File: config.mk
export PLATFORM = sky130hd
export DESIGN_NAME = instr_fetch
export DESIGN_NICKNAME = d
export VERILOG_FILES = /design/src/rtl/instr_fetch.sv
export SDC_FILE = /design/constraint.sdc
export NUM_CORES = 1
export LEC_CHECK = 0
export ABC_AREA = 1
export BUFFER_PORTS_ARGS = -buffer_cell sky130_fd_sc_hd__buf_2
export CAP_MARGIN = 10
export CORE_ASPECT_RATIO = 0.6
export CORE_MARGIN = 4
export CORE_UTILIZATION = 55
export CTS_CLUSTER_DIAMETER = 80
export DETAILED_ROUTE_END_ITERATION = 8
export PLACE_DENSITY_LB_ADDON = 0.08
export SLEW_MARGIN = 20
export SYNTH_ARGS = -nofsm -noshare
export SYNTH_HDL_FRONTEND = slang
export SYNTH_SLANG_ARGS = --single-unit
File: constraint.sdc
create_clock -name CLK -period 2.43 [get_ports CLK]
set_input_delay 0.1215 -clock CLK [delete_from_list [all_inputs] [get_ports CLK]]
set_output_delay 0.1215 -clock CLK [all_outputs]
set_load 0.005 [all_outputs]
File: src/rtl/instr_fetch.sv
// Instruction prefetch queue: issues byte fetches ahead of the pipeline into a small circular FIFO.
// Optional macro INSTR_FETCH_BYPASS_EN forwards a response straight to INSTR when the queue is empty.
module instr_fetch #(
    parameter int          FIFO_DEPTH = 4,
    parameter logic [15:0] RESET_PC   = 16'h0000
) (
    input  logic        CLK,
    input  logic        RST_bar,
    output logic [15:0] MEM_ADDR,
    output logic        MEM_RD,
    input  logic        MEM_GNT,
    input  logic [7:0]  MEM_DATA,
    output logic [7:0]  INSTR,
    output logic        INSTR_VALID,
    input  logic        INSTR_TAKE,
    input  logic        JUMP,
    input  logic [15:0] JUMP_ADDR,
    input  logic        HALT,
    output logic [15:0] PC
);

    localparam int PTR_W = $clog2(FIFO_DEPTH);
    localparam int CNT_W = PTR_W + 1;
    localparam int OCC_W = CNT_W + 1;

    logic [7:0]       fifo_mem [FIFO_DEPTH];
    logic [PTR_W-1:0] head_reg;
    logic [PTR_W-1:0] tail_reg;
    logic [CNT_W-1:0] count_reg;
    logic             inflight_reg;
    logic [15:0]      fetch_addr_reg;
    logic [15:0]      pc_reg;

    logic [OCC_W-1:0] occupancy;
    logic             queue_empty;
    logic             issue;
    logic             resp_arrive;
    logic             bypass_valid;
    logic             take;
    logic             wr_en;
    logic             rd_en;

    // In-flight byte counts against capacity so a response always has a slot.
    assign occupancy   = {1'b0, count_reg} + {{CNT_W{1'b0}}, inflight_reg};
    assign queue_empty = (count_reg == '0);
    assign MEM_RD      = RST_bar && !HALT && !JUMP && (occupancy < OCC_W'(FIFO_DEPTH));
    assign issue       = MEM_RD && MEM_GNT;
    assign MEM_ADDR    = fetch_addr_reg;
    assign PC          = pc_reg;

    // A response arriving in a JUMP cycle belongs to the old stream and is dropped.
    assign resp_arrive = inflight_reg && !JUMP;

`ifdef INSTR_FETCH_BYPASS_EN
    assign bypass_valid = queue_empty && resp_arrive;
`else
    assign bypass_valid = 1'b0;
`endif

    always_comb begin
        INSTR_VALID = !queue_empty || bypass_valid;
        INSTR       = 8'h00;
        if (!queue_empty) begin
            INSTR = fifo_mem[head_reg];
        end else if (bypass_valid) begin
            INSTR = MEM_DATA;
        end
    end

    assign take  = INSTR_TAKE && INSTR_VALID && !JUMP;
    // A bypassed byte consumed in its arrival cycle never enters the queue.
    assign wr_en = resp_arrive && !(bypass_valid && take);
    assign rd_en = take && !queue_empty;

    always_ff @(posedge CLK or negedge RST_bar) begin
        if (!RST_bar) begin
            head_reg       <= '0;
            tail_reg       <= '0;
            count_reg      <= '0;
            inflight_reg   <= 1'b0;
            fetch_addr_reg <= RESET_PC;
            pc_reg         <= RESET_PC;
        end else if (JUMP) begin
            head_reg       <= '0;
            tail_reg       <= '0;
            count_reg      <= '0;
            inflight_reg   <= 1'b0;
            fetch_addr_reg <= JUMP_ADDR;
            pc_reg         <= JUMP_ADDR;
        end else begin
            inflight_reg <= issue;
            if (issue) begin
                fetch_addr_reg <= fetch_addr_reg + 16'd1;
            end
            if (take) begin
                pc_reg <= pc_reg + 16'd1;
            end
            if (wr_en) begin
                tail_reg <= tail_reg + PTR_W'(1);
            end
            if (rd_en) begin
                head_reg <= head_reg + PTR_W'(1);
            end
            case ({wr_en, rd_en})
                2'b10:   count_reg <= count_reg + CNT_W'(1);
                2'b01:   count_reg <= count_reg - CNT_W'(1);
                default: count_reg <= count_reg;
            endcase
        end
    end

    // Storage needs no reset; contents are only visible through a non-zero count.
    always_ff @(posedge CLK) begin
        if (RST_bar && wr_en) begin
            fifo_mem[tail_reg] <= MEM_DATA;
        end
    end

endmodule

Yosys cells after proc, flatten, opt, wreduce, memory -nomap -nowiden:

Memories as Yosys holds them, arrays and structs flattened.
Index checks and enable logic that the tools add are counted.

* bits in latches: 0
* RAM bits: 32
* register bits after elaboration: 40
* word-level logic and storage cells: 49
* output and inout bits: 42
* input bits: 30
* bits in read-only memories: 0
* memories kept: 1

Memories
* fifo_mem: depth 4, width 8, read ports 1, clocked after Yosys merged registers in 0, wr ports 1, RTL line 26 `logic [7:0] fifo_mem [FIFO_DEPTH];`

* multiply operators: 0
* reduce and logical (&&, ||, !) cells: 18
* shift operators: 0
* order comparisons: 1
* bitwise logic cells: 0
* multiplexer cells: 14
* divide/modulo/power cells: 0
* equality and inequality tests: 2
* add/sub/neg operators: 7

Operators with widths (number)
* two-way mux 16 bit: 4
* adder 16 x 1 -> 16 bit (second input constant): 2
* logical AND 1 bit: 9
* two-way mux 2 bit: 4
* two-way mux 8 bit: 1
* nonzero test 2 bit: 4
* case mux 3 bit (2 select lines): 1
* adder 2 x 1 -> 2 bit (second input constant): 2
* adder 3 x 1 -> 4 bit: 1
* less-than comparator 4 x 3 -> 1 bit (second input constant): 1
* adder 3 x 1 -> 3 bit (second input constant): 1
* logical NOT 1 bit: 3
* logical NOT 3 bit: 1
* two-way mux 1 bit: 3
* two-way mux 3 bit: 1
* nonzero test 3 bit: 1
* subtractor 3 x 1 -> 3 bit (second input constant): 1
* equality test 2 x 1 -> 1 bit (second input constant): 1
* equality test 2 bit (second input constant): 1

Logic depth before layout (Yosys ltp):

* word-level depth: 8
* depth in mapped cells: 13
* mapped depth without buffers: 13

Least setup slack after synthesis:

Ideal clock, no wire load.

* path type: flip-flop to flip-flop
* start: register count_reg[0]
* end: register count_reg[2]
* setup time: 0.126 ns
* path buffers: 0
* slack: 0.596 ns
* cell stages (with the launch flop): 14
* arrival time: 1.708 ns
* cell sequence: dfrtp_1 > inv_1 > nand3_2 > nand2_2 > inv_1 > nand2_1 > inv_1 > fa_1 > xnor2_1 > inv_1 > nand2_1 > nand2_1 > nand2_1 > o21ai_0

* longest elaborated chain between the ends: 8
* elaborated cells on any way between the ends: 12
* classes of those cells: 2 x add/sub; 2 x eq/ne; 2 x mux; 6 x reduce/logical

Ends and longest elaborated chain
* from (decl): RTL line 29 `logic [CNT_W-1:0] count_reg;`
* from (signal assigned): RTL line 105 `2'b10: count_reg <= count_reg + CNT_W'(1);`
* from (signal assigned): RTL line 106 `2'b01: count_reg <= count_reg - CNT_W'(1);`
* from (signal assigned): RTL line 107 `default: count_reg <= count_reg;`
* logical NOT 3 bit *: RTL line 45 `assign queue_empty = (count_reg == '0);`
* logical NOT 1 bit *: RTL line 61 `INSTR_VALID = !queue_empty || bypass_valid;`
* via INSTR_VALID: RTL line 14 `output logic INSTR_VALID,`
* logical AND 1 bit (2 in a row): RTL line 70 `assign take = INSTR_TAKE && INSTR_VALID && !JUMP;`
* logical AND 1 bit *: RTL line 73 `assign rd_en = take && !queue_empty;`
* equality test 2 x 1 -> 1 bit / equality test 2 bit (equally long branches): RTL line 104 `case ({wr_en, rd_en})`
* case mux 3 bit (2 select lines): RTL line 104
* two-way mux 3 bit: RTL line 83 `end else if (JUMP) begin`

Mark *: on every way through the listed nets, which the timed path passes. The rest lies on a longest branch.
A chain may end at the register's enable or synchronous reset.

Worst setup path in the final report:

* start: register count_reg[0]
* end: register count_reg[2]

* longest elaborated chain between the ends: 8
* elaborated cells on any way between the ends: 12
* classes of those cells: 2 x add/sub; 2 x eq/ne; 2 x mux; 6 x reduce/logical

Ends and longest elaborated chain (RTL line)
* logical NOT 3 bit: 45
* logical NOT 1 bit: 61, 73
* logical AND 1 bit (2 in a row): 70
* logical AND 1 bit: 73
* equality test 2 x 1 -> 1 bit / equality test 2 bit (equally long branches): 104
* case mux 3 bit (2 select lines): 104
* two-way mux 3 bit: 83

Several ways; a longest one is shown, not always the timed one.

==> load_flow_metrics.sql <==
INSERT INTO impl_metrics (metric_group, metric, value, unit) VALUES
('status', 'outcome', 'finished clean', ''),
('drt', 'detail_route.drc_violations', '0', ''),
('timing', 'fin_hold_ws', '0.0121', 'ns'),
('worst_setup_path', 'startpoint_type', 'flop', ''),
('placed_design', 'post_dp_cell_area', '0.00423', 'mm²'),
('drt', 'wire_per_inst', '15.8', 'µm'),
('floorplanning', 'die_y', '72.1', 'µm'),
('clocking', 'tritoncts.num_buffers', '9', ''),
('yosys', 'synthesis.area_per_instance', '8.41', 'µm²'),
('layout', 'final_layout_size_suffix_gt1_share', '20.7', '%'),
('worst_setup_path', 'slowest_library_cell_on_the_worst_path', 'dfrtp_1', ''),
('yosys', 'synth_warnings', '0', ''),
('job', 'maxCapViolCount', '0', ''),
('yosys', 'mappedNetlistNets', '485', ''),
('global_routing', 'grt_start_max_net_pins', '32', ''),
('timing', 'timing.final.setup_violations', '0', ''),
('global_routing', 'vias_in_the_first_global_route', '3102', ''),
('layout', 'sequential_cell_area', '0.00196', 'mm²'),
('layout', 'antennaDiodeCount', '0', ''),
('clocking', 'cts_tree', 'built', ''),
('floorplanning', 'core_area', '0.00665', 'mm²'),
('timing', 'finalSetupTns', '0', 'ns'),
('placed_design', 'detailedPlacementHpwl', '7.27', 'mm'),
('clocking', 'insertion_delay', '0.33', 'ns'),
('global_routing', 'grt_pass1_wl', '16.0', 'mm'),
('min_path', 'timing.hold.worst.start', 'MEM_DATA[5]', ''),
('worst_setup_path', 'timing.critical_path.arrival', '2.24', 'ns'),
('global_routing', 'grt_antenna_before_repair', '1', ''),
('timing', 'fin_skew', '0.00562', 'ns'),
('drt', 'via_count', '3334', ''),
('timing', 'timing_hold_violations_final', '0', ''),
('pwr', 'pwr_density_cell', '888', 'mW/mm²'),
('yosys', 'synth_edf_count', '32', ''),
('floorplanning', 'placementRows', '23', ''),
('layout', 'multiInputGateArea', '0.00157', 'mm²'),
('worst_setup_path', 'worst_path_cell_trace', 'inv_1 -> nand3_2 -> nand2_2 -> inv_1 -> nand2_1 -> inv_1 -> fa_1 -> xnor2_1 -> inv_1 -> nand2_1 -> nand2_1 -> nand2_1 -> o21ai_0', ''),
('pwr', 'p_leak', '2.12', 'nW'),
('worst_setup_path', 'critical_path.endpoint_type', 'flop', ''),
('worst_setup_path', 'timing_worst_setup_path_type', 'flop to flop', ''),
('clocking', 'cts_num_sinks', '72', ''),
('timing', 'final.period_utilization', '83.7', '%'),
('layout', 'fillerInstances', '556', ''),
('timing', 'fmaxAchievable', '0.492', 'GHz'),
('layout', 'postLayoutCellArea', '0.00458', 'mm²'),
('global_routing', 'overflow', '0', ''),
('timing', 'slew_viol_final', '0', ''),
('layout', 'max_flop_register', 'fifo_mem', ''),
('drt', 'antenna_left', '0', ''),
('min_path', 'min_path_type', 'input pin to flop', ''),
('worst_setup_path', 'timing.critical_path.from', 'count_reg[0]', ''),
('clocking', 'clockBufferDepth', '2', ''),
('yosys', 'postSynthRegisterBits', '72', ''),
('placed_design', 'last_weighted_congestion_value_of_the_routability_driven_placer', '0.871', ''),
('yosys', 'postSynthCellCount', '448', ''),
('timing', 'setup_repair_after_global_routing_missed_its_margin', 'no', ''),
('clocking', 'cts_root_buffer', 'clkbuf_16', ''),
('clocking', 'clkTransAtPathRegs', '0.06', 'ns'),
('placed_design', 'numPortBuffers', '71', ''),
('timing', 'max-slew-margin-rel', '59.1', '%'),
('layout', 'flip_flop_count_of_the_largest_register_all_copies_and_words_added', '32', ''),
('drt', 'total_routed_length', '9.81', 'mm'),
('yosys', 'seq_total_area_yosys', '52.1', '%'),
('floorplanning', 'initial_core_utilization', '56.7', '%'),
('worst_setup_path', 'required', '2.64', 'ns'),
('worst_setup_path', 'worst_r2r_src', 'count_reg[0]', ''),
('global_routing', 'global_route.usage.total', '25.3', '%'),
('layout', 'layout.nets', '568', ''),
('yosys', 'syn_area', '0.00377', 'mm²'),
('yosys', 'async_reset_ff_share', '55.6', '%'),
('drt', 'detailed_routing_iterations_pass_1', '5', ''),
('drt', 'viasPerCell', '5.35', '');
## cell families (layout without fill, tap and decap cells)
kind of cell	Yosys count	count (layout)	synth area share, %
DFF	72	72	52.1
and+or+nand+nor	233	233	26.4
xor gates and xnor gates	11	11	2.56
adders and majority gates	7	7	2.52
buffers and inverters	58	146	6.28
AOI/OAI and AO/OA	67	67	10.1
## path summary, 6_finish.rpt
kind / depth (start not counted) / to / slack (ns)
worst max register to register: 13 / count_reg[2] / 0.40
worst min register to register: 1 / MEM_ADDR[0] / 0.58
worst max-delay path: 13 / count_reg[2] / 0.40
worst min-delay path: 1 / fifo_mem[1][5] / 0.01
max in group asynchronous: 3 / tail_reg[1] / 1.50
min in group asynchronous: 2 / MEM_ADDR[11] / 0.21
## routing by layer
layer / global-route usage (%) / up-vias / wire, µm
met3: 6.00 / 16 / 796
met4: 7.16 / 2 / 136
li1: - / 1651 / -
met2: 33.9 / 115 / 4020
met5: 0 / - / 7
met1: 40.5 / 1550 / 4860
## cell type report
cell class              instances  area share (%)
repair buffers                 81            9.56
clock buffers                   9            4.92
flip-flops and latches         72            42.8
well taps                      87            2.38
clock inverters                 7            2.08
inverters                      49            4.01
multi-input cells             318            34.2
## cell usage after synthesis, types with 3 or more instances
cell        n  area share (%)
o21ai_0    30             4.0
inv_2       4            0.40
nand3_1    35             4.6
o21ai_1     4            0.53
nor2_2      3            0.50
xor2_1      5             1.2
a21oi_1    14             1.9
buf_2       6            0.80
nand4_1     6             1.0
nand2_2     3            0.50
edfxtp_1   32              26
xnor2_1     6             1.4
nor2_1     65             6.5
nand2_1   112              11
o21bai_1    3            0.60
ha_1        6             2.0
dfrtp_1    40              27
inv_1      43             4.3
o211ai_1   13             2.6
## metrics by stage
stage	setup slack (ns)	instances	utilization, %
2_1_floorplan	0.596	448	-
3_3_place_gp	0.519	604	63.7
3_5_place_dp	0.405	604	63.7
4_1_cts	0.388	623	68.9
5_1_grt	0.152	623	68.9
6_report	0.397	623	68.9
## cells in the final DEF, fill, tap and decap left out, types with 7 or more instances in the layout
cell type / instances
nand2_1: 112
o21ai_0: 30
clkbuf_16: 9
buf_4: 7
nand3_1: 35
nor2_1: 65
inv_1: 43
buf_2: 71
edfxtp_1: 32
o211ai_1: 13
dfrtp_1: 40
a21oi_1: 14
## report_power, final
group          internal, W  total [W]  switching [W]  leakage (nW)
sequential         0.00141    0.00161       0.000203         0.781
combinational     0.000419    0.00105       0.000635          1.18
clock             0.000899    0.00140       0.000504         0.156
total              0.00273    0.00407        0.00134          2.12
## repair_timing
item	CTS	global route
setup endpoints to repair	0	0
setup buffers	0	0
endpoints found under the hold margin	17	0
hold buffers	3	0
gates resized for setup	0	0
## worst max-delay path, delay by kind of cell, from the launching register on
| kind | cells | cell delay [ns] |
|---|---|---|
| AND/OR/NAND/NOR | 6 | 0.52 |
| flip-flops | 1 | 0.41 |
| adder cells (fa/ha/maj) | 1 | 0.38 |
| buffers and inverters | 4 | 0.34 |
| XOR/XNOR | 1 | 0.20 |
| AO/OA/AOI/OAI | 1 | 0.08 |
(Power assumes the default switching activity.)
